### src/rtl/multiplexor_de_displays.sv
// Time-multiplexed driver for three 7-segment displays, refreshed from a 150 Hz scan clock.
// Each frame is latched on entry to slot D0 so every display in a scan shows the same snapshot.
module multiplexor_de_displays #(
    parameter int BLINK_HALF = 75
) (
    input  logic       clockInt_150Hz,
    input  logic       reset,
    input  logic [3:0] digito0,
    input  logic [3:0] digito1,
    input  logic [3:0] digito2,
    input  logic [2:0] parpadeo,
    output logic [2:0] anodos,
    output logic [6:0] segmentos,
    output logic       finBarrido
);

    localparam int CW = (BLINK_HALF > 1) ? $clog2(BLINK_HALF) : 1;
    localparam logic [CW-1:0] BLINK_LAST = CW'(BLINK_HALF - 1);

    typedef enum logic [1:0] {
        D0 = 2'd0,
        D1 = 2'd1,
        D2 = 2'd2
    } slot_e;

    // state_q names the slot that the next clock edge will put on the outputs
    slot_e          state_q, state_d;
    logic [3:0]     frame1_q, frame2_q;
    logic [2:0]     frame_par_q;
    logic [CW-1:0]  cnt_q, cnt_d;
    logic           phase_q, phase_d;

    logic [2:0]     anodos_d;
    logic [6:0]     segmentos_d;
    logic           fin_d;
    logic [3:0]     digit;
    logic           blink_en;

    // ---------------- ring counter: state register ----------------
    always_ff @(posedge clockInt_150Hz) begin
        if (reset) begin
            state_q <= D0;
        end else begin
            state_q <= state_d;
        end
    end

    // ---------------- ring counter: next state ----------------
    always_comb begin
        state_d = D0;
        case (state_q)
            D0:      state_d = D1;
            D1:      state_d = D2;
            D2:      state_d = D0;
            default: state_d = D0;
        endcase
    end

    // ---------------- output decode (registered below) ----------------
    always_comb begin
        anodos_d = 3'b111;
        digit    = 4'hF;
        blink_en = 1'b0;
        fin_d    = 1'b0;
        case (state_q)
            D0: begin
                // D0 shows the inputs being captured on this very edge
                anodos_d = 3'b110;
                digit    = digito0;
                blink_en = parpadeo[0];
            end
            D1: begin
                anodos_d = 3'b101;
                digit    = frame1_q;
                blink_en = frame_par_q[1];
            end
            D2: begin
                anodos_d = 3'b011;
                digit    = frame2_q;
                blink_en = frame_par_q[2];
                fin_d    = 1'b1;
            end
            default: begin
                anodos_d = 3'b111;
                digit    = 4'hF;
                blink_en = 1'b1;
            end
        endcase
    end

    always_comb begin
        segmentos_d = 7'b1111111;
        if (!(phase_q && blink_en)) begin
            case (digit)
                4'd0:    segmentos_d = 7'b0000001;
                4'd1:    segmentos_d = 7'b1001111;
                4'd2:    segmentos_d = 7'b0010010;
                4'd3:    segmentos_d = 7'b0000110;
                4'd4:    segmentos_d = 7'b1001100;
                4'd5:    segmentos_d = 7'b0100100;
                4'd6:    segmentos_d = 7'b0100000;
                4'd7:    segmentos_d = 7'b0001111;
                4'd8:    segmentos_d = 7'b0000000;
                4'd9:    segmentos_d = 7'b0000100;
                default: segmentos_d = 7'b1111111;
            endcase
        end
    end

    // ---------------- blink timebase ----------------
    always_comb begin
        cnt_d   = cnt_q + CW'(1);
        phase_d = phase_q;
        if (cnt_q == BLINK_LAST) begin
            cnt_d   = '0;
            phase_d = ~phase_q;
        end
    end

    always_ff @(posedge clockInt_150Hz) begin
        if (reset) begin
            cnt_q   <= '0;
            phase_q <= 1'b0;
        end else begin
            cnt_q   <= cnt_d;
            phase_q <= phase_d;
        end
    end

    // ---------------- frame snapshot ----------------
    always_ff @(posedge clockInt_150Hz) begin
        if (reset) begin
            frame1_q    <= '0;
            frame2_q    <= '0;
            frame_par_q <= '0;
        end else if (state_q == D0) begin
            frame1_q    <= digito1;
            frame2_q    <= digito2;
            frame_par_q <= parpadeo;
        end
    end

    // ---------------- registered outputs ----------------
    always_ff @(posedge clockInt_150Hz) begin
        if (reset) begin
            anodos     <= 3'b111;
            segmentos  <= 7'b1111111;
            finBarrido <= 1'b0;
        end else begin
            anodos     <= anodos_d;
            segmentos  <= segmentos_d;
            finBarrido <= fin_d;
        end
    end

endmodule

### config.mk
export PLATFORM = sky130hd
export DESIGN_NAME = multiplexor_de_displays
export DESIGN_NICKNAME = d
export VERILOG_FILES = /design/src/rtl/multiplexor_de_displays.sv
export SDC_FILE = /design/constraint.sdc
export NUM_CORES = 1
export LEC_CHECK = 0
export ABC_AREA = 1
export BUFFER_PORTS_ARGS = -buffer_cell sky130_fd_sc_hd__buf_2
export CORE_ASPECT_RATIO = 1.5
export CORE_MARGIN = 1.5
export CORE_UTILIZATION = 45
export DETAILED_ROUTE_END_ITERATION = 7
export HOLD_SLACK_MARGIN = 0.02
export MAX_ROUTING_LAYER = met4
export PLACE_DENSITY_LB_ADDON = 0.2
export RECOVER_POWER = 50
export SLEW_MARGIN = 5
export SYNTH_ARGS = -nofsm -noshare
export SYNTH_HDL_FRONTEND = slang
export SYNTH_SLANG_ARGS = --single-unit
export TNS_END_PERCENT = 10
### constraint.sdc
create_clock -name clockInt_150Hz -period 1.6 [get_ports clockInt_150Hz]
set_input_delay 0.24 -clock clockInt_150Hz [delete_from_list [all_inputs] [get_ports clockInt_150Hz]]
set_output_delay 0.24 -clock clockInt_150Hz [all_outputs]
set_load 0.03 [all_outputs]
# ---- Yosys cells after proc, flatten, opt, wreduce, memory -nomap -nowiden
# Memories as Yosys holds them, arrays and structs flattened. A register that Yosys moved wholly into a read port is not among the register bits.
# Cells that the tools add are included.
dict set report word_totals {
  reg_bits 25
  mem_bits_ro 112
  out_inout_bits 11
  elab_cells 23
  mem_count 1
}
# name words width rd rd_ports_with_merged_regs wr line_no
set memory_table {}
lappend memory_table {{(no name shown)} 16 7 1 1 0 94} ;# case (digit)
dict set report classes {
  n_addsub 1
  eq_ne 3
  muxes 5
  bitwise 1
  reduce_logical 4
}
# operator n
set op_table {}
lappend op_table {{$pmux 4 s3} 1}
lappend op_table {{$pmux 3 s3} 1}
lappend op_table {{$add 7x1->7 const B} 1}
lappend op_table {{$eq 7x7->1 const B} 1}
lappend op_table {{$pmux 2 s2} 1}
lappend op_table {{$reduce_or 2->1} 2}
lappend op_table {{$pmux 1 s3} 1}
lappend op_table {{$eq 2x1->1 const B} 1}
lappend op_table {{$eq 2x2->1 const B} 1}
lappend op_table {{$logic_not 2->1} 1}
lappend op_table {{$logic_and 1x1->1} 1}
lappend op_table {{$mux 1} 1}
lappend op_table {{$not 1->1} 1}

# ---- Longest topological paths before layout
# Gate-level depths: netlist (run 1).
dict set report logic_depth {
  word_depth 4
  ltp_mapped 11
  depth_no_buf 10
}

# ---- Worst setup path after synthesis (run 1)
# No wires, ideal clock.
dict set report synth_timing {
  path_kind {register to register}
  start {reg state_q[1]}
  end {reg segmentos[3]}
  setup_time_ns 0.124
  t_arrival_ns 1.351
  t_required_ns 1.476
  slack_ns 0.125
  path_stages_with_launch 12
  n_path_buf 1
  cell_sequence {dfxtp_1 buf_6 inv_2 nand3_1 nand2_1 nor2_1 inv_1 ha_1 inv_1 nand2_1 nand3_1 nand3_1}
}
dict set report synth_via {
  elab_chain_len 4
  elab_cells_between_ends 7
  classes_between {2 x eq/ne; 2 x mux; 3 x reduce/logical}
}
# element line_no
set synth_lines {}
lappend synth_lines {{start, declared} 27} ;# slot_e state_q, state_d;
lappend synth_lines {{start signal, assigned} 44} ;# state_q <= state_d;
lappend synth_lines {{$eq 2x2->1, or another cell as far along} 65} ;# case (state_q)
lappend synth_lines {{$pmux 1 s3} 65}
lappend synth_lines {{$logic_and 1x1->1} 93} ;# if (!(phase_q && blink_en)) begin
lappend synth_lines {{$reduce_or 2->1 (no source line)} -}
lappend synth_lines {{end, declared} 13} ;# output logic [6:0] segmentos,
# Parallel ways exist; a longest one is shown, timed or not.
# A chain may end at the register's enable or synchronous reset.

# ---- Worst setup path in the final report (run 1)
# Ends and elaborated chain as after synthesis.

==> results of run 1 <==
==> metal layers <==
layer,vias to the layer above,wire length [um],track usage [%]
li1,652,-,-
met1,545,1158,19.40
met2,31,1656,39.12
met3,8,97,4.938
met4,0,63,10.16
met5,-,0,-
==> registers in the layout (all words and copies together) (netlist names) <==
name         count
segmentos        7
phase_q          1
cnt_q            7
finBarrido       1
frame2_q         4
frame_par_q      2
anodos           3
state_q          2
frame1_q         4
==> worst max-delay path by stage <==
stage	cells after the start	slack, ps	from	to
finish	8	140	state_q[1]	segmentos[3]
global route	8	0.5	state_q[1]	segmentos[3]
CTS	10	4	state_q[1]	segmentos[3]
detailed placement	10	30	state_q[1]	segmentos[3]
global placement	9	100	state_q[1]	segmentos[3]
floorplan	11	130	state_q[1]	segmentos[3]
==> area by class of cell <==
class	instances	area, um2
Clock inverter	2	35.03
Clock buffer	6	82.58
Sequential cell	31	628.1
Multi-Input combinational cell	125	690.7
Inverter	22	85.08
Fill cell	298	1229
Timing Repair Buffer	35	173.9
Tap cell	39	48.80
==> layout by cell type (no fill, tap or decap), drive strengths merged <==
master / synthesis / layout
o21a: 1 / 1
nand4: 1 / 1
clkinv: 1 / 2
nor4: 1 / 1
a21oi: 4 / 4
nor2: 15 / 15
nand2: 55 / 55
bufinv: 0 / 1
ha: 7 / 7
a31oi: 1 / 1
clkbuf: 0 / 19
nor3: 2 / 2
buf: 4 / 22
nand3: 33 / 33
dfxtp: 31 / 31
inv: 21 / 21
o21ai: 3 / 3
nor3b: 2 / 2
==> cell families (layout without fill, tap and decap cells) <==
family | after synthesis | count (layout) | synth area share, %
fa+ha+maj | 7 | 7 | 6.135
buf+inv | 26 | 65 | 8.413
compound gates | 9 | 9 | 4.470
flops | 31 | 31 | 43.47
simple gates | 109 | 109 | 37.51
==> synth_stat cells, types with 2 or more instances <==
| master | instances | area [um2] |
|---|---|---|
| nor2_2 | 2 | 12.51 |
| nor3b_1 | 2 | 15.01 |
| ha_1 | 7 | 87.58 |
| inv_2 | 3 | 11.26 |
| a21oi_1 | 3 | 15.01 |
| nor3_1 | 2 | 10.01 |
| buf_6 | 2 | 22.52 |
| nand2_2 | 2 | 12.51 |
| nand2_1 | 52 | 195.2 |
| inv_1 | 17 | 63.81 |
| nand3_2 | 3 | 30.03 |
| nor2_4 | 2 | 22.52 |
| dfxtp_1 | 31 | 620.6 |
| nor2_1 | 10 | 37.54 |
| nand3_1 | 30 | 150.1 |
==> where the power goes <==
part           total (mW)  switching (mW)  internal, mW
combinational       0.395           0.262         0.133
sequential          0.880          0.0409         0.840
clock               0.785           0.282         0.503
total                2.06           0.585          1.48
==> worst max-delay path, stage by stage, from the launching register on <==
cell and delay, ps:
dfxtp_4 380, buf_4 160, o21ai_2 120, nand3_2 120
ha_1 300, inv_1 60, nand2_1 70, nand3_1 80
nand3_1 60
==> summary.md, run 1 <==
| Metric | Value |
|---|---|
| Dpl hpwl | `2365 um` |
| Origin of the critical flop-to-flop path | `state_q[1]` |
| Average vias per placed instance | `4.754` |
| Max-slew violation count | `0` |
| Hold Path Class | `input pin to flop` |
| Setup-failing EPs final | `0` |
| Synth cell types | `29` |
| Layout Cells excl Fill | `260` |
| Ant diodes | `0` |
| WHS | `143.4 ps` |
| Initial antenna violation count | `0` |
| CTS root buffer | `clkbuf_8` |
| CP max FO | `6` |
| Layout cells sized above 1 | `23.08%` |
| Post-Syn Nets | `206` |
| Crit Path Category | `flop to flop` |
| Relative slew slack | `74.95%` |
| Crit end category | `flop` |
| Util after Layout | `58.67%` |
| GRT Util Overall | `20.76%` |
| NumNets Final | `244` |
| I/O pins | `28` |
| Tmin final | `1460 ps` |
| Vias in the first global route | `1324` |
| Cts hold-fix bufs | `0` |
| Setup TNS Final | `0 ps` |
| DRC viols | `0` |
| Area of placed instances | `1637 um2` |
| Num CTS Buffers | `5` |
| EDFF count, synth | `0` |
| Pleak | `0.8537 nW` |
| Period utilization | `91.26%` |
| Die area | `3527 um2` |
| Sink Count | `31` |
| Top FF cell, synth | `dfxtp_1` |
| Drt wl/cell | `11.44 um` |
| Row cnt | `24` |
| Max-Cap Viols | `0` |
| Peak VDD IR | `0.0009721 V` |
| Min-Delay Endpoint | `frame1_q[3]` |
| WL final | `2975 um` |
| Worst Path Arrival | `1620 ps` |
| Final hold vios | `0` |
| Reg2Reg Setup Slack | `140 ps` |
| Synthesized cell area | `1428 um2` |
| Worst-Skew Late Latency | `280 ps` |
| WP data required | `1760 ps` |
| Yosys Warn Count | `0` |
| Initial Util | `48.02%` |
| RSZ-0062 raised after global routing | `false` |
| FF-to-FF path depth | `8` |
| Final critical-path setup slack | `139.9 ps` |
| Chip Width | `48.99 um` |
| Syn-to-layout area delta | `22.17%` |
| Fmax | `0.6849 GHz` |
| DRT iter0 DRCs | `24` |
| Largest net degree at the start of global routing | `13` |
| TritonCTS clock tree | `done` |
| Clock-pin slew on the worst setup and hold paths | `70 ps` |
| DRT Pass-1 Iters | `4` |
| Port buffer count | `27` |
| Routed vias | `1236` |
| Critical Path Source Type | `flop` |
| Syn Area/Cell | `7.844 um2` |
| Post-cts sizing count | `0` |
| GRT overflow | `0` |
| Die height | `71.99 um` |
| Sequential fraction of the synthesis area | `43.47%` |
| Status | `finished clean` |
| First-pass GRT wire length | `5478 um` |
| Clk buf depth | `2` |
| Cells after DPL | `252` |
| Final RePlAce weighted congestion | `0.8448` |
| Tightest Pin Transition | `377.4 ps` |
| Total power | `2.060 mW` |
| Hold Startpoint | `digito1[3]` |
| Final instance area | `1744 um2` |
| Pwr dens | `1181 nW/um2` |
| Layout Skew | `8.952 ps` |
| R2R Path End | `segmentos[3]` |
| Core area | `2973 um2` |
| Worst hold path depth | `3` |
| Cells after synthesis | `182` |
| Fraction of registers with async set/reset | `0%` |
| Pre-CTS setup slack | `29.80 ps` |
| Setup bufs post-CTS | `0` |
| CTS H-tree lvls | `2` |
| Antenna Nets Post-Route | `0` |
| Register bit total from synthesis | `31` |
No activity file was read; power rests on OpenSTA's default activity.
==> inputs of run 2 (changes only) <==
Clock period 1.6 ns to 1.5 ns, I/O delays scaled along.
==> run 2 against run 1 <==
  * Non-clock buffer count rose by 4
  * Setup slack lost 48 ps
  * Clock skew is 5.5 ps lower
  * First-iteration DRC count grew 13%
  * Register-to-register slack got worse by 50 ps
  * Count of clock-buffer cells in the layout stayed put
  * Fmax grew 3.7%
  * Critical path depth grew 3
  * Wire length decreased by 5.9%
  * Global-route usage fell by 2.7 points
  * Via count shrank 1.5%
  * Highest routed layer unchanged
==> summary.md, run 2 (same netlist as run 1, synthesis figures left out) <==
| Metric | Value |
|---|---|
| Period utilization | `93.85% (+2.6 points)` |
| Setup-failing EPs final | `0 (unchanged)` |
| WHS | `124.2 ps (-19.16 ps)` |
| Sink Count | `31 (unchanged)` |
| I/O pins | `28 (unchanged)` |
| Internal power | `1.552 mW (+5.2%)` |
| Chip Width | `48.99 um (unchanged)` |
| Layout cells sized above 1 | `28.13% (+5.0 points)` |
| Clk buf depth | `2 (unchanged)` |
| Cts hold-fix bufs | `0 (unchanged)` |
| Syn-to-layout area delta | `26.21%` |
| Metal3 WL | `121 um (+25%)` |
| WP data required | `1670 ps (-90 ps)` |
| Layout Skew | `3.479 ps (-5.473 ps)` |
| Reg2Reg Setup Slack | `90 ps (-50 ps)` |
| Pleak | `0.8747 nW (+2.5%)` |
| Fill cell count | `267 (-10%)` |
| Sw Ratio | `28.56% (+0.18 points)` |
| GRT Util Overall | `18.03% (-2.7 points)` |
| Crit end category | `flop` |
| Dpl hpwl | `2213 um (-6.4%)` |
| Status | `finished clean` |
| GRT overflow | `0 (unchanged)` |
| Relative slew slack | `75.67% (+0.72 points)` |
| Total power | `2.172 mW (+5.4%)` |
| Top sig layer | `met4` |
| Fmax | `0.7104 GHz (+3.7%)` |
| First-pass GRT wire length | `4650 um (-15%)` |
| Core area | `2973 um2 (unchanged)` |
| FF-to-FF path depth | `11 (+3)` |
| Multi-input gate area | `715.7 um2 (+3.6%)` |
| Tmin final | `1408 ps (-52.42 ps)` |
| NumNets Final | `248 (+1.6%)` |
| CP max FO | `8 (+2)` |
| Critical path's most frequent cell | `nand3_1` |
| Origin of the critical flop-to-flop path | `state_q[1]` |
| Port buffer count | `27 (unchanged)` |
| Num CTS Buffers | `5 (unchanged)` |
| Crit Path Category | `flop to flop` |
| Largest net degree at the start of global routing | `13 (unchanged)` |
| Clock-pin slew on the worst setup and hold paths | `60 ps (about the same)` |
| Peak VDD IR | `0.0009188 V (-5.5%)` |
| Met1 WL | `1086 um (-6.2%)` |
| Final hold vios | `0 (unchanged)` |
| Worst Path Arrival | `1570 ps (-50 ps)` |
| P_sw | `0.6203 mW (+6.1%)` |
| Row cnt | `24 (unchanged)` |
| DRT Pass-1 Iters | `4 (unchanged)` |
| R2R Path End | `segmentos[3]` |
| Die area | `3527 um2 (unchanged)` |
| RSZ-0062 raised after global routing | `false` |
| Vias in the first global route | `1185 (-10%)` |
| CTS root buffer | `clkbuf_8` |
| Routed vias | `1217 (-1.5%)` |
| DRC viols | `0 (unchanged)` |
| Final RePlAce weighted congestion | `0.8190 (-3.1%)` |
| Initial antenna violation count | `0 (unchanged)` |
| Pwr dens | `1206 nW/um2 (+2.1%)` |
| Initial Util | `48.02% (unchanged)` |
| Tightest Pin Transition | `366.6 ps (-10.81 ps)` |
| Max-slew violation count | `0 (unchanged)` |
| CTS H-tree lvls | `2 (unchanged)` |
| DRT iter0 DRCs | `27 (+13%)` |
| WL final | `2798 um (-5.9%)` |
| Most common cell after layout, fill and taps aside | `nand2_1` |
| Regs by FF count | `cnt_q: 7 flops, segmentos: 7 flops` |
| TritonCTS clock tree | `done` |
| Slowest cell on the critical path | `dfxtp_2` |
| Worst hold path depth | `3 (unchanged)` |
| Register area | `625.6 um2 (-0.40%)` |
| Worst-Skew Late Latency | `280 ps (about the same)` |
| Most frequent cells in the layout | `nand2_1 (50), dfxtp_1 (29), nand3_1 (28), buf_2 (16), inv_1 (15)` |
| Ant diodes | `0 (unchanged)` |
| Drt wl/cell | `10.64 um (-7.0%)` |
| Average vias per placed instance | `4.627 (-2.7%)` |
| Critical Path Source Type | `flop` |
| Max-Cap Viols | `0 (unchanged)` |
| Sequential share of power | `43.1% (+0.4 points)` |
| Final critical-path setup slack | `92.29 ps (-47.58 ps)` |
| Min-Delay Endpoint | `frame_par_q[1]` |
| Pre-CTS setup slack | `-104.6 ps (-134.4 ps)` |
| CP cell instances | `buf_12 > inv_2 > nand3_1 > nand2_2 > nor2_4 > inv_2 > ha_1 > inv_1 > nand2_1 > nand3_1 > nand3_1` |
| Hold Path Class | `input pin to flop` |
| Met2 routed WL | `1530 um (-7.6%)` |
| Clock share of power | `35.7% (-2.4 points)` |
| Hold Startpoint | `parpadeo[1]` |
| Slowest stage delay, CP | `340 ps (-40 ps)` |
| Comb pwr share | `21.3% (+2.1 points)` |
| Die height | `71.99 um (unchanged)` |
| Antenna Nets Post-Route | `0 (unchanged)` |
[run 2: changes by cell type in the layout (fill, tap and decap cells not counted), moves of 2 or more]
cell	change
buf_4	+4
inv_1	-2
inv_2	+2
nand2_1	-2
nand2_2	+2
nand3_1	-2
nand3_2	+2
[run 2: layout make-up]
| class | count | share of cell area (%) |
|---|---|---|
| multi-input cells | 125 | 39.72 |
| clock inverters | 1 | 1.667 |
| well taps | 39 | 2.708 |
| inverters | 22 | 4.722 |
| clock buffers | 6 | 4.028 |
| flip-flops and latches | 31 | 34.72 |
| repair buffers | 39 | 12.43 |
[run 2: worst max-delay path, delay by kind of cell, from the launching register on]
family,cells,cell delay (ps)
simple gates,6,490
fa+ha+maj,1,190
flops,1,340
buf+inv,4,280
[run 2: how the worst max path moves through the flow]
stage / start / end / slack [ps] / depth (start not counted)
after floorplan: state_q[1] / segmentos[3] / 30 / 11
after global placement: state_q[0] / segmentos[3] / -4 / 10
after detailed placement: state_q[0] / segmentos[6] / -100 / 10
after CTS: state_q[1] / segmentos[6] / 20 / 11
after global routing: state_q[1] / segmentos[2] / 4 / 9
final: state_q[1] / segmentos[3] / 90 / 11
[run 2: power groups by stage]
stage                     combinational (mW)  clock, mW  sequential (mW)
after floorplan                        0.248          0             1.01
after detailed placement               0.451          0            0.951
final                                  0.462      0.775            0.936
after global placement                 0.442          0            0.949
after global routing                   0.511      0.823            0.944
after CTS                              0.455      0.789            0.933
[run 2: stage by stage]
stage / instances / util [%] / setup TNS [ps] / cell area, um2
3_5_place_dp: 254 / 55.98 / -332.0 / 1664
3_3_place_gp: 254 / 55.98 / -7.422 / 1664
6_report: 263 / 60.61 / 0 / 1802
5_1_grt: 263 / 60.61 / 0 / 1802
4_1_cts: 261 / 59.55 / 0 / 1770
2_1_floorplan: 182 / - / 0 / 1428
[run 2: layer usage]
layer / vias up / track usage, %
met4: 0 / 8.571
met3: 6 / 5.556
met2: 23 / 34.40
li1: 663 / -
met1: 525 / 15.79
met5: - / -
[run 2: timing repair]
item                       in CTS  in global routing
setup endpoints to repair       6                  7
gates resized for setup         2                 11
setup buffers                   0                  2
pin swaps                       0                  6
